$ cat config.mk
export PLATFORM = sky130hd
export DESIGN_NAME = btn_event_gen
export DESIGN_NICKNAME = d
export VERILOG_FILES = /design/src/rtl/btn_evt_pkg.sv /design/src/rtl/btn_tick_prescaler.sv /design/src/rtl/btn_event_gen.sv
export SDC_FILE = /design/constraint.sdc
export NUM_CORES = 1
export LEC_CHECK = 0
export ABC_AREA = 0
export BUFFER_PORTS_ARGS = -buffer_cell sky130_fd_sc_hd__buf_4
export CAP_MARGIN = 10
export CORE_MARGIN = 2
export CORE_UTILIZATION = 45
export CTS_CLUSTER_SIZE = 25
export DETAILED_ROUTE_END_ITERATION = 7
export SLEW_MARGIN = 20
export SYNTH_ARGS = -nofsm -noshare
export SYNTH_HDL_FRONTEND = slang
export SYNTH_HIERARCHICAL = 1
export SYNTH_SLANG_ARGS = --single-unit
$ cat constraint.sdc
create_clock -name clk -period 2.57 [get_ports clk]
set_input_delay 0.771 -clock clk [delete_from_list [all_inputs] [get_ports clk]]
set_output_delay 0.771 -clock clk [all_outputs]
set_load 0.02 [all_outputs]
$ cat src/rtl/btn_evt_pkg.sv
// Shared types and defaults for the button event generator.
package btn_evt_pkg;

  typedef enum logic [1:0] {
    ST_IDLE    = 2'd0,
    ST_PRESSED = 2'd1,
    ST_HELD    = 2'd2,
    ST_REPEAT  = 2'd3
  } btn_state_e;

  localparam int TICK_DIV_1MS_50MHZ = 50000;
  localparam int LONG_MS_DEF        = 500;
  localparam int REPEAT_MS_DEF      = 100;

  // Width of the prescaler count register (counts 0..div-1).
  function automatic int presc_width(input int div);
    return (div <= 2) ? 1 : $clog2(div);
  endfunction

endpackage

$ cat src/rtl/btn_tick_prescaler.sv
// Free-running divider producing a one-cycle tick every TICK_DIV clocks.
module btn_tick_prescaler
  import btn_evt_pkg::*;
#(
  parameter int TICK_DIV = TICK_DIV_1MS_50MHZ
) (
  input  logic clk,
  input  logic rst,
  output logic tick_o
);

  localparam int PW = presc_width(TICK_DIV);
  localparam logic [PW-1:0] LAST = PW'(TICK_DIV - 1);

  logic [PW-1:0] cnt_reg;

  always_ff @(posedge clk) begin
    if (rst) begin
      cnt_reg <= '0;
    end else if (cnt_reg == LAST) begin
      cnt_reg <= '0;
    end else begin
      cnt_reg <= cnt_reg + PW'(1);
    end
  end

  assign tick_o = (cnt_reg == LAST);

endmodule

$ cat src/rtl/btn_event_gen.sv
// Turns debounced button levels into press/release/long/auto-repeat pulses.
// Auto-repeat is present only when BTN_EVT_REPEAT_EN is defined.
module btn_event_gen
  import btn_evt_pkg::*;
#(
  parameter int N_BTN     = 4,
  parameter int TICK_DIV  = TICK_DIV_1MS_50MHZ,
  parameter int LONG_MS   = LONG_MS_DEF,
  parameter int REPEAT_MS = REPEAT_MS_DEF,
  parameter int CNT_W     = 16
) (
  input  logic             clk,
  input  logic             rst,
  input  logic [N_BTN-1:0] btn_i,
  output logic [N_BTN-1:0] press_o,
  output logic [N_BTN-1:0] release_o,
  output logic [N_BTN-1:0] long_o,
  output logic [N_BTN-1:0] rpt_o,
  output logic [N_BTN-1:0] held_o,
  output logic             tick_o
);

  localparam logic [CNT_W-1:0] LONG_CNT = CNT_W'(LONG_MS);
`ifdef BTN_EVT_REPEAT_EN
  localparam logic [CNT_W-1:0] RPT_CNT    = CNT_W'(REPEAT_MS);
  localparam btn_state_e       AFTER_LONG = ST_REPEAT;
`else
  localparam btn_state_e       AFTER_LONG = ST_HELD;
`endif

  // Reject configurations whose thresholds cannot be represented or reached.
  if (TICK_DIV < 2 || LONG_MS < 1 || REPEAT_MS < 1 ||
      LONG_MS >= (2 ** CNT_W) || REPEAT_MS >= (2 ** CNT_W)) begin : g_bad_cfg
    $error("btn_event_gen: invalid timing parameters");
  end

  logic tick;

  btn_tick_prescaler #(
    .TICK_DIV (TICK_DIV)
  ) u_prescaler (
    .clk    (clk),
    .rst    (rst),
    .tick_o (tick)
  );

  assign tick_o = tick;

  for (genvar gi = 0; gi < N_BTN; gi++) begin : g_chan
    btn_state_e       state_reg, state_next;
    logic [CNT_W-1:0] cnt_reg, cnt_next, cnt_inc;
    logic             press_reg, press_next;
    logic             release_reg, release_next;
    logic             long_reg, long_next;

    // Saturating increment: the counter never wraps back to zero.
    assign cnt_inc = (cnt_reg == {CNT_W{1'b1}}) ? cnt_reg : cnt_reg + CNT_W'(1);

`ifdef BTN_EVT_REPEAT_EN
    logic rpt_reg, rpt_next;
`endif

    always_comb begin
      state_next   = state_reg;
      cnt_next     = cnt_reg;
      press_next   = 1'b0;
      release_next = 1'b0;
      long_next    = 1'b0;
`ifdef BTN_EVT_REPEAT_EN
      rpt_next     = 1'b0;
`endif
      if (state_reg == ST_IDLE) begin
        if (btn_i[gi]) begin
          state_next = ST_PRESSED;
          press_next = 1'b1;
          cnt_next   = '0;
        end
      end else if (!btn_i[gi]) begin
        // Release takes priority over any threshold reached this cycle.
        state_next   = ST_IDLE;
        release_next = 1'b1;
        cnt_next     = '0;
      end else if (tick) begin
        case (state_reg)
          ST_PRESSED: begin
            if (cnt_inc >= LONG_CNT) begin
              long_next  = 1'b1;
              cnt_next   = '0;
              state_next = AFTER_LONG;
            end else begin
              cnt_next = cnt_inc;
            end
          end
`ifdef BTN_EVT_REPEAT_EN
          ST_REPEAT: begin
            if (cnt_inc >= RPT_CNT) begin
              rpt_next = 1'b1;
              cnt_next = '0;
            end else begin
              cnt_next = cnt_inc;
            end
          end
`endif
          default: begin
            cnt_next = cnt_reg;
          end
        endcase
      end
    end

    always_ff @(posedge clk) begin
      if (rst) begin
        state_reg   <= ST_IDLE;
        cnt_reg     <= '0;
        press_reg   <= 1'b0;
        release_reg <= 1'b0;
        long_reg    <= 1'b0;
      end else begin
        state_reg   <= state_next;
        cnt_reg     <= cnt_next;
        press_reg   <= press_next;
        release_reg <= release_next;
        long_reg    <= long_next;
      end
    end

`ifdef BTN_EVT_REPEAT_EN
    always_ff @(posedge clk) begin
      if (rst) begin
        rpt_reg <= 1'b0;
      end else begin
        rpt_reg <= rpt_next;
      end
    end
    assign rpt_o[gi] = rpt_reg;
`else
    assign rpt_o[gi] = 1'b0;
`endif

    assign press_o[gi]   = press_reg;
    assign release_o[gi] = release_reg;
    assign long_o[gi]    = long_reg;
    assign held_o[gi]    = (state_reg != ST_IDLE);
  end

endmodule

==> results_dict.tcl, run 1 <==
set metrics [dict create \
    fin_crit_ns 2.594 \
    root_buffer "clkbuf_16" \
    rr_worst_depth 10 \
    dieWidth_um 117.1 \
    antenna_found_initial 0 \
    cp-start-kind "register" \
    num_vias 5442 \
    cts_buffer_depth 2 \
    final_cells 972 \
    diodes 0 \
    core-area_mm2 0.01257 \
    synth_top_area_share_pct 34.81 \
    drive_above_1_share_pct 28.63 \
    path_class "reg2out" \
    rows 41 \
    rsz0062_at_grt "true" \
    crit_fanout 3 \
    cts_buffers 9 \
    async_reset_ff_share_pct 0 \
    syn-cell-area_mm2 0.005752 \
    worst_slew_pin_slew_ns 0.6189 \
    ctsHtreeMaxLevel 3 \
    irDropWorstVdd_uv 262.6 \
    hold_viol_final 0 \
    final_area_mm2 0.007234 \
    powerDensity_mw_per_mm2 445.9 \
    min_path_type "reg2reg" \
    die_area_mm2 0.01370 \
    io_buffer_count 22 \
    largest_reg_flops 64 \
    final-setup-viol-count 2 \
    clock.fmax_ghz 0.3855 \
    skew_ns 0.006385 \
    synth_ff_type "dfxtp_1" \
    hold_path_depth 2 \
    worst_r2r_endpoint "g_chan[3].cnt_reg[5]" \
    power.leakage_nw 2.739 \
    grt_pass1_wl_mm 22.96 \
    synthTopCellsByArea "dfxtp_1, nand2_1, nand3_1" \
    wl_mm 14.08 \
    gr-total-overflow 0 \
    min_from "g_chan[1].state_reg[0]" \
    crit_required_ns 1.80 \
    die_y_um 117.1 \
    cts.clk_slew.worst_paths_ns 0.07 \
    viasPerCell 5.599 \
    synthDistinctLibCells 82 \
    area_growth_pct 25.78 \
    whs_ns 0.5021 \
    layout_common_cells "buf_4, dfxtp_1, nand2_1" \
    end_kind "primary output" \
    grt_pass1_vias 4886 \
    holdPathEnd "g_chan[1].state_reg[0]" \
    dp_hpwl_mm 10.40 \
    drv_cap 0 \
    cts_hold_buf 0 \
    ys_ff_latch 100 \
    drcViolationCount 0 \
    finalCritPeriodShare_pct 100.9 \
    dr.first_iter.drc_count 331 \
    violations "setup timing" \
    layout.nets 806 \
    cts_tree "done" \
    yosysWarnings 6 \
    place.gp.congestion 0.9225 \
    start_util_pct 45.76 \
    worstReg2RegStart "u_prescaler/cnt_reg[4]" \
    place_area_mm2 0.006689 \
    synth-edff-count 0 \
    syn_area_per_cell_um2 8.135 \
    rrSetupSlack_ns -0.01 \
    grt_max_degree 18 \
    yosysTopAreaCell "dfxtp_1" \
    post-place-ws_ns -0.0004594 \
    syn_inst 707 \
    finalWorstSetupSlack_ns -0.02432 \
    layout_commonest_cell "buf_4" \
    status "finished, violations left" \
    drt-pass1-iter-count 5 \
    clk-insertion-delay-late_ns 0.36 \
    ant_nets 0 \
    clock_sinks 100 \
    wl_per_cell_um 14.49 \
    placed_cells 948 \
    worstPathArrival_ns 1.82 \
    ys_seq_area_share_pct 34.81 \
    slew_headroom_pct 58.59 \
    final_max_slew_viol_count 0 \
    pin_count 27 \
    grtUsageTotal_pct 21.10 \
]
## cell type report
type / instances / area, µm²
Multi-Input combinational cell: 549 / 3717
Inverter: 11 / 41.29
Timing Repair Buffer: 124 / 963.4
Fill cell: 1134 / 5334
Clock inverter: 6 / 47.55
Sequential cell: 100 / 2011
Tap cell: 172 / 215.2
Clock buffer: 10 / 239.0
## cell usage after synthesis (all sizes together) (4+ instances only)
library cell,n
dfxtp,100
nand2,68
nor2,67
nand3,47
a21oi,40
nor3,29
nand4,27
buf,25
clkbuf,25
xnor2,23
and2,21
o21ai,18
and3,17
mux2i,13
nor2b,12
nor4,12
and4,11
inv,11
xor2,11
nand2b,9
o211ai,8
a211oi,7
a21o,7
o21a,7
or2,6
a31oi,5
ha,5
o22ai,5
or3,5
a311oi,4
a41oi,4
o31ai,4
or4,4
## worst max-delay path: stages, from the launching register on
cell and delay, ns:
dfxtp_2 0.33, or4b_4 0.55, nor4_4 0.28, buf_4 0.18
buf_6 0.12
## report_power, final
group	internal (mW)	total, mW	switching [mW]	leakage, nW
Clock	0.692	1.32	0.629	0.139
Combinational	0.136	0.311	0.175	1.79
Sequential	1.57	1.59	0.0193	0.812
## worst max path at each step
stage                            start                    end  slack [ns]  cells past startpoint
2_1_floorplan  u_prescaler/cnt_reg[13]   g_chan[3].cnt_reg[5]       -0.24                     10
3_3_place_gp      g_chan[0].cnt_reg[6]   g_chan[0].cnt_reg[7]        0.08                      7
3_5_place_dp   u_prescaler/cnt_reg[13]  g_chan[0].cnt_reg[14]     -0.0005                      9
4_1_cts         u_prescaler/cnt_reg[5]   g_chan[3].cnt_reg[5]       -0.03                     10
5_1_grt         u_prescaler/cnt_reg[4]   g_chan[3].cnt_reg[5]       -0.15                     10
6_report        u_prescaler/cnt_reg[4]                 tick_o       -0.02                      4
## metal layers
layer / part of all wire [%] / global-route usage, % / up-vias
met1: 48 / 28.07 / 2601
met3: 3.1 / 3.811 / 11
met5: 0 / 0 / -
met4: 1.4 / 6.745 / 0
li1: - / - / 2747
met2: 47 / 34.87 / 83
## kinds of logic after synthesis
logic type | count (synthesis) | share of synthesized area [%]
AOI/OAI and AO/OA | 141 | 17.64
xor gates and xnor gates | 34 | 5.177
adders and majority gates | 5 | 1.088
buffers and inverters | 61 | 5.743
DFF | 100 | 34.81
muxes | 14 | 2.458
other | 1 | 0.06520
and+or+nand+nor | 351 | 33.02
## through the flow
step	setup TNS [ns]	utilization, %	total power, mW
after floorplan	-1.029	-	1.809
after global placement	0	53.22	1.905
after detailed placement	-0.0004594	53.22	1.911
after CTS	-0.02763	55.84	3.232
after global routing	-0.6900	57.56	3.356
final	-0.03486	57.56	3.226
## timing repair
| action | in CTS | in global routing |
|---|---|---|
| buffers inserted | 4 | 8 |
| endpoints found under the setup margin | 6 | 51 |
| gates resized for setup | 4 | 44 |
| pin swaps | 1 | 12 |
Note: power is estimated with default switching activity, not from simulation.
==> inputs of run 2 (changes only) <==
Settings changed: GPL_TIMING_DRIVEN set to 0.
==> results_dict.tcl, run 2 (synthesized netlist as in run 1, its figures left out) <==
set metrics [dict create \
    clock.fmax_ghz 0.3701 \
    start_util_pct 45.76 \
    p_total_mw 3.296 \
    worst-path-buf-inv 1 \
    final_max_slew_viol_count 0 \
    worst_slew_pin_slew_ns 0.6582 \
    fillers 1094 \
    grt_pass1_wl_mm 22.77 \
    grt_max_degree 15 \
    fin_crit_ns 2.702 \
    end_kind "register" \
    rows 41 \
    finalWorstSetupSlack_ns -0.1316 \
    drt-pass1-iter-count 6 \
    final_area_mm2 0.007346 \
    cts.clk_slew.worst_paths_ns 0.07 \
    wl_per_cell_um 14.95 \
    area_growth_pct 27.71 \
    slowest_stage "or4bb_4" \
    largest_reg_flops 64 \
    cp-start-kind "register" \
    die_area_mm2 0.01370 \
    violations "setup timing" \
    rsz0062_at_grt "true" \
    place_area_mm2 0.006255 \
    crit_chain "or4bb_4 -> nor4_4 -> clkbuf_8 -> nor2b_4 -> o21ai_2 -> o21ai_4 -> nand2b_4 -> or3_4 -> a2111oi_4 -> a21o_1" \
    antenna_found_initial 0 \
    root_buffer "clkbuf_16" \
    powerDensity_mw_per_mm2 448.7 \
    crit_fanout 5 \
    core-area_mm2 0.01257 \
    clk-insertion-delay-late_ns 0.35 \
    die_y_um 117.1 \
    drv_cap 0 \
    clock_sinks 100 \
    skew_ns 0.008112 \
    grt_pass1_vias 4885 \
    finalCritPeriodShare_pct 105.1 \
    drcViolationCount 0 \
    final-setup-viol-count 19 \
    path_delay_family "simple AND/OR/NAND/NOR gates" \
    layout.nets 790 \
    grtUsageTotal_pct 20.56 \
    ant_nets 0 \
    drive_above_1_share_pct 31.75 \
    path_class "reg2reg" \
    diodes 0 \
    dieWidth_um 117.1 \
    num_vias 5428 \
    viasPerCell 5.696 \
    slowest_delay_ns 0.54 \
    irDropWorstVdd_uv 383.7 \
    cts_buffers 9 \
    io_buffer_count 22 \
    slew_headroom_pct 55.96 \
    wl_mm 14.25 \
    cts_tree "done" \
    hold_viol_final 0 \
    layout_commonest_cell "buf_4" \
    gr-total-overflow 0 \
    power.leakage_nw 2.694 \
    cts_hold_buf 0 \
    dp_hpwl_mm 9.276 \
    layout_common_cells "buf_4, dfxtp_1, nand2_1" \
    ctsHtreeMaxLevel 3 \
    place.gp.congestion 0.8611 \
    worstPathArrival_ns 3.00 \
    status "finished, violations left" \
    cts_buffer_depth 2 \
    dr.first_iter.drc_count 358 \
    pin_count 27 \
    min_path_type "reg2reg" \
    crit_required_ns 2.87 \
]
run 2: final timing paths:
| kind | depth (start not counted) | startpoint | to | slack, ns |
|---|---|---|---|---|
| worst max-delay path | 10 | u_prescaler/cnt_reg[13] | g_chan[3].cnt_reg[5] | -0.13 |
| worst min-delay path | 1 | u_prescaler/cnt_reg[0] | u_prescaler/cnt_reg[0] | 0.47 |
| worst max register to register | 10 | u_prescaler/cnt_reg[13] | g_chan[3].cnt_reg[5] | -0.13 |
| worst min register to register | 1 | u_prescaler/cnt_reg[0] | u_prescaler/cnt_reg[0] | 0.47 |
run 2: power breakdown:
part           internal [mW]  total (mW)  switching [mW]  leakage, nW
clock network          0.766        1.36           0.589        0.134
logic                  0.156       0.339           0.183         1.74
registers               1.57        1.60          0.0266        0.821
run 2: what timing repair did:
action / in CTS / in global routing
endpoints found under the setup margin: 73 / 71
resized for setup: 55 / 75
buffers inserted: 28 / 26
pin swaps: 24 / 28
run 2: layer usage:
| layer | share of wire, % | track usage (%) |
|---|---|---|
| met1 | 48 | 27.92 |
| met3 | 3.0 | 2.626 |
| met2 | 47 | 33.76 |
| met4 | 2.0 | 7.294 |
| met5 | 0 | 0 |
run 2: cell type report:
type	instances	area [µm²]	area share (%)
Buffer	36	262.8	3.577
Clock buffer	11	242.7	3.304
Clock inverter	2	37.54	0.5110
Inverter	11	41.29	0.5621
Multi-Input combinational cell	549	3928	53.47
Sequential cell	100	2036	27.71
Tap cell	172	215.2	2.930
Timing Repair Buffer	72	583.1	7.937
run 2: through the flow:
stage | std cells | setup TNS [ns] | setup WS [ns] | utilization [%] | hold WS [ns]
floorplan | 710 | -1.029 | -0.2384 | - | 0.4393
global placement | 904 | -13.38 | -0.5661 | 49.77 | 0.4540
detailed placement | 904 | -14.41 | -0.6043 | 49.77 | 0.4602
CTS | 943 | -0.4587 | -0.1107 | 55.40 | 0.4779
global route | 953 | -4.669 | -0.2180 | 58.45 | 0.5029
finish | 953 | -0.6218 | -0.1316 | 58.45 | 0.4726
